$ cat src/rtl/uart_cmd_pkg.sv
// Shared command codes, state encoding and widths for the UART command decoder.
package uart_cmd_pkg;

  localparam int unsigned DATA_W = 32;
  localparam int unsigned CTRL_W = 2;

  typedef enum logic [CTRL_W-1:0] {
    CMD_ADDR  = 2'b00,
    CMD_WRITE = 2'b01,
    CMD_READ  = 2'b10,
    CMD_RUN   = 2'b11
  } cmd_e;

  typedef enum logic [2:0] {
    IDLE    = 3'd0,
    MEM_WR  = 3'd1,
    MEM_RD  = 3'd2,
    TX_SEND = 3'd3,
    TX_WAIT = 3'd4
  } state_e;

endpackage

$ cat src/rtl/uart_cmd_decoder.sv
// Decodes UART command words into Avalon-MM accesses, read-back transmits and core reset control.
// Define UART_CMD_ECHO_EN to echo every accepted write word back over the UART as an acknowledge.
module uart_cmd_decoder
  import uart_cmd_pkg::*;
#(
  parameter int unsigned ADDR_STEP = 4,
  parameter logic        RST_VALUE = 1'b1
) (
  input  logic              CLK,
  input  logic              RST,
  input  logic [DATA_W-1:0] rx_data,
  input  logic [CTRL_W-1:0] rx_ctrl,
  input  logic              rx_done,
  output logic [DATA_W-1:0] tx_data,
  output logic              tx_flag,
  input  logic              tx_done,
  output logic [DATA_W-1:0] mem_addr,
  output logic [DATA_W-1:0] mem_wdata,
  output logic              mem_write,
  output logic              mem_read,
  input  logic [DATA_W-1:0] mem_rdata,
  input  logic              mem_waitrequest,
  output logic              cpu_reset,
  output logic              busy,
  output logic              err_overrun
);

  state_e            state_q, state_d;
  logic [DATA_W-1:0] ptr_q, ptr_d;
  logic [DATA_W-1:0] wdata_q, wdata_d;
  logic [DATA_W-1:0] tx_data_q, tx_data_d;
  logic              mem_write_q, mem_write_d;
  logic              mem_read_q, mem_read_d;
  logic              tx_flag_q, tx_flag_d;
  logic              busy_q, busy_d;
  logic              cpu_reset_q, cpu_reset_d;
  logic              err_q, err_d;

  // State and output registers
  always_ff @(posedge CLK or posedge RST) begin
    if (RST) begin
      state_q     <= IDLE;
      ptr_q       <= '0;
      wdata_q     <= '0;
      tx_data_q   <= '0;
      mem_write_q <= 1'b0;
      mem_read_q  <= 1'b0;
      tx_flag_q   <= 1'b0;
      busy_q      <= 1'b0;
      cpu_reset_q <= RST_VALUE;
      err_q       <= 1'b0;
    end else begin
      state_q     <= state_d;
      ptr_q       <= ptr_d;
      wdata_q     <= wdata_d;
      tx_data_q   <= tx_data_d;
      mem_write_q <= mem_write_d;
      mem_read_q  <= mem_read_d;
      tx_flag_q   <= tx_flag_d;
      busy_q      <= busy_d;
      cpu_reset_q <= cpu_reset_d;
      err_q       <= err_d;
    end
  end

  // Next-state and datapath decode; registered strobes follow the next state
  always_comb begin
    state_d     = state_q;
    ptr_d       = ptr_q;
    wdata_d     = wdata_q;
    tx_data_d   = tx_data_q;
    cpu_reset_d = cpu_reset_q;
    err_d       = err_q | (rx_done & (state_q != IDLE));

    case (state_q)
      IDLE: begin
        if (rx_done) begin
          case (cmd_e'(rx_ctrl))
            CMD_ADDR:  ptr_d = rx_data;
            CMD_WRITE: begin
              wdata_d = rx_data;
              state_d = MEM_WR;
            end
            CMD_READ:  state_d = MEM_RD;
            CMD_RUN:   cpu_reset_d = rx_data[0];
            default:   state_d = IDLE;
          endcase
        end
      end
      MEM_WR: begin
        if (!mem_waitrequest) begin
          ptr_d = ptr_q + DATA_W'(ADDR_STEP);
`ifdef UART_CMD_ECHO_EN
          tx_data_d = wdata_q;
          state_d   = TX_SEND;
`else
          state_d   = IDLE;
`endif
        end
      end
      MEM_RD: begin
        if (!mem_waitrequest) begin
          ptr_d     = ptr_q + DATA_W'(ADDR_STEP);
          tx_data_d = mem_rdata;
          state_d   = TX_SEND;
        end
      end
      TX_SEND: state_d = TX_WAIT;
      TX_WAIT: begin
        if (tx_done) state_d = IDLE;
      end
      default: state_d = IDLE;
    endcase

    mem_write_d = (state_d == MEM_WR);
    mem_read_d  = (state_d == MEM_RD);
    tx_flag_d   = (state_d == TX_SEND);
    busy_d      = (state_d != IDLE);
  end

  assign tx_data     = tx_data_q;
  assign tx_flag     = tx_flag_q;
  assign mem_addr    = ptr_q;
  assign mem_wdata   = wdata_q;
  assign mem_write   = mem_write_q;
  assign mem_read    = mem_read_q;
  assign cpu_reset   = cpu_reset_q;
  assign busy        = busy_q;
  assign err_overrun = err_q;

endmodule

$ cat config.mk
export PLATFORM = sky130hd
export DESIGN_NAME = uart_cmd_decoder
export DESIGN_NICKNAME = d
export VERILOG_FILES = /design/src/rtl/uart_cmd_pkg.sv /design/src/rtl/uart_cmd_decoder.sv
export SDC_FILE = /design/constraint.sdc
export NUM_CORES = 1
export LEC_CHECK = 0
export ABC_AREA = 1
export CORE_MARGIN = 3
export CORE_UTILIZATION = 30
export DETAILED_ROUTE_END_ITERATION = 7
export GPL_ROUTABILITY_DRIVEN = 0
export PLACE_DENSITY = 0.58
export SLEW_MARGIN = 20
export SYNTH_ARGS = -nofsm -noshare
export SYNTH_HDL_FRONTEND = slang
export SYNTH_SLANG_ARGS = --single-unit
$ cat constraint.sdc
create_clock -name CLK -period 3.8 [get_ports CLK]
set_input_delay 0.57 -clock CLK [delete_from_list [all_inputs] [get_ports CLK]]
set_output_delay 0.57 -clock CLK [all_outputs]
set_load 0.05 [all_outputs]
==> results.cfg <==
[setup_path]
cp_max_fo = 5
crit_type = reg -> out
reg2reg_to = mem_addr[3]$_DFFE_PP0P_
path_depth = 1
r2r_start = state_q[2]$_DFF_PP0_
cp_cell_sequence = clkdlybuf4s50_1
crit_buf_inv = 1
cp-end-kind = primary output
arrival_ns = 1.70
max_stage_delay_ns = 0.87
r2r_cells = 7
crit_start = mem_addr[9]$_DFFE_PP0P_
cp_top_family = buffers and inverters
cp-endpoint = mem_addr[9]
critPathSlowestCell = clkdlybuf4s50_1
start_kind = flip-flop
worstPathRequired_ns = 3.23
r2r_slack_ns = 1.72

[grt]
antenna_found_initial = 0
track_usage = 0.165
grt_pass1_vias = 4797
grt_max_degree = 60
grt_pass1_wl_mm = 24.7
gr-total-overflow = 0

[cells_and_area]
area_growth_pct = 42.6
fin_nets = 964
antenna_cells = 0
drive_gt1_frac = 0.0426

[routing]
wl_met3_mm = 1.69
wl_met2_mm = 6.44
initialDrtViolationCount = 311
first_pass_iters = 4
drc = 0
ant_nets = 0
met1_length_mm = 7.14
highest_layer = met4
routed_via_density = 4.41
finalWirelength_mm = 15.4
vias = 4912
wl_per_cell_um = 13.9

[clock_network]
clockBufferDepth = 2
ctsHtreeMaxLevel = 3
numCtsBuffers = 9
tritoncts = built
cts-hold-fix-buffers = 0
cts_sinks = 105
clock_latency_ns = 0.35
cts.root.buffer_cell = clkbuf_16
cts_resized = 0
cts_setup_buffers = 0
clkTransAtPathRegs_ns = 0.07

[worst_hold_path]
hold_class = reg -> reg
hold_depth = 2
min-delay-start = tx_data[7]$_DFFE_PP0P_

[synth]
yosys_warnings = 0
synth_fp_nets = 799
synth_area_mm2 = 0.00522
synth_cell_types = 27
netlist_instances = 723
synth_seq_area_share = 0.503
ys_ff_latch = 105
avgSynthCellArea_um2 = 7.22

[die]
start_util = 0.310
rows = 47
die_w_um = 138
io_pins = 173
dieArea_mm2 = 0.0190
die_y_um = 138
core_region_area_mm2 = 0.0168

[place]
dp_hpwl_mm = 11.3
io_buffers = 172

[timing]
finalHoldViolCount = 0
fin_skew_ns = 0.00705
maxSlewHeadroom = 0.606
slew_viol_final = 0
whs_ns = 0.466
fin_setup_tns_ns = 0
max_freq_mhz = 440
post-route-min-period_ns = 2.27
tightest_slew_ns = 0.591
finalSetupViolations = 0
rsz0062_at_grt = false
fin_crit_sh = 0.598

[pwr]
finalPower_mw = 7.86
vdd.ir_drop.worst_mv = 0.478
total_leakage_power_nw = 3.53
power_density_mw_per_mm2 = 1060

[outcome]
outcome = completed

[flow_run]
cap_violations = 0
-- registers in the layout (all words and copies together) (netlist names) --
name / flops
mem_addr: 32
mem_wdata: 32
tx_data: 32
state_q: 3
busy: 1
cpu_reset: 1
err_overrun: 1
mem_read: 1
mem_write: 1
tx_flag: 1
-- layout make-up --
cell class,instances,area (um2)
fill,1733,9380
tap,220,275
timing repair buffer,177,1770
multi-input combinational,537,2270
inverter,58,220
clock buffer,14,264
clock inverter,2,13.8
sequential,105,2630
-- report_power, final --
part | internal, mW | switching (mW)
clock | 0.482 | 0.411
sequential | 1.68 | 0.473
combinational | 1.50 | 3.32
-- layer usage --
| layer | up-vias | GRT usage |
|---|---|---|
| met5 | - | 0 |
| met4 | 0 | 0.0488 |
| met3 | 16 | 0.0620 |
| met2 | 172 | 0.247 |
| met1 | 2178 | 0.223 |
| li1 | 2546 | - |
-- how the worst min path moves through the flow --
stage / to / slack [ns]
6_report: tx_data[7]$_DFFE_PP0P_ / 0.47
4_1_cts: tx_data[7]$_DFFE_PP0P_ / 0.47
3_3_place_gp: tx_data[11]$_DFFE_PP0P_ / 0.45
2_1_floorplan: state_q[2]$_DFF_PP0_ / 0.58
5_1_grt: tx_data[22]$_DFFE_PP0P_ / 0.50
3_5_place_dp: tx_data[7]$_DFFE_PP0P_ / 0.46
-- layout by cell type, fill, tap and decap left out, types with 2 or more instances in the layout --
master	synthesis	layout
clkbuf_8	0	2
nand3_2	2	2
clkdlybuf4s50_1	0	172
buf_4	2	4
a21oi_1	4	4
o21ai_1	5	5
inv_1	52	51
nand2_2	2	2
inv_2	6	6
nand2_1	334	334
nor2_4	2	2
nor2_2	2	2
nor2_1	89	89
clkbuf_16	0	9
or2_2	2	2
o21ai_0	30	30
ha_1	5	5
nand3_1	44	44
and2_1	3	3
clkbuf_1	12	3
nand4_1	2	2
xnor2_1	3	3
dfrtp_1	104	104
nor3_2	2	2
o21bai_1	3	3
-- stage by stage --
stage / util / cells / worst slack [ns] / instance area, um2
2_1_floorplan: - / 723 / 0.471 / 5220
3_3_place_gp: 0.426 / 1097 / 1.30 / 7170
3_5_place_dp: 0.426 / 1097 / 1.25 / 7170
4_1_cts: 0.443 / 1113 / 1.50 / 7440
5_1_grt: 0.443 / 1113 / 1.46 / 7440
6_report: 0.443 / 1113 / 1.53 / 7440
-- cell families (layout without fill, tap and decap cells) --
logic type,after synthesis,after routing,synth area share
DFF,105,105,0.503
buffers and inverters,81,251,0.0618
adders and majority gates,5,5,0.0120
AOI/OAI and AO/OA,44,44,0.0446
and+or+nand+nor,484,484,0.371
xor gates and xnor gates,4,4,0.00671
-- synth_stat cells --
cell type	instances	area (um2)
o211ai_1	1	7.51
nor2_1	89	334
a21oi_1	4	20.0
clkbuf_1	12	45.0
nand3_1	44	220
or2_2	2	12.5
dfrtp_1	104	2600
nand4_1	2	12.5
nor2_2	2	12.5
ha_1	5	62.6
dfstp_2	1	26.3
inv_2	6	22.5
xnor2_1	3	26.3
o21ai_1	5	25.0
inv_1	52	195
o21bai_1	3	22.5
o31ai_1	1	7.51
nand2_2	2	12.5
o21ai_0	30	150
buf_2	9	45.0
nor3_2	2	20.0
nand3_2	2	20.0
buf_4	2	15.0
and2_1	3	18.8
nor2_4	2	22.5
nand2_1	334	1250
xor2_1	1	8.76
(Power assumes the default switching activity.)
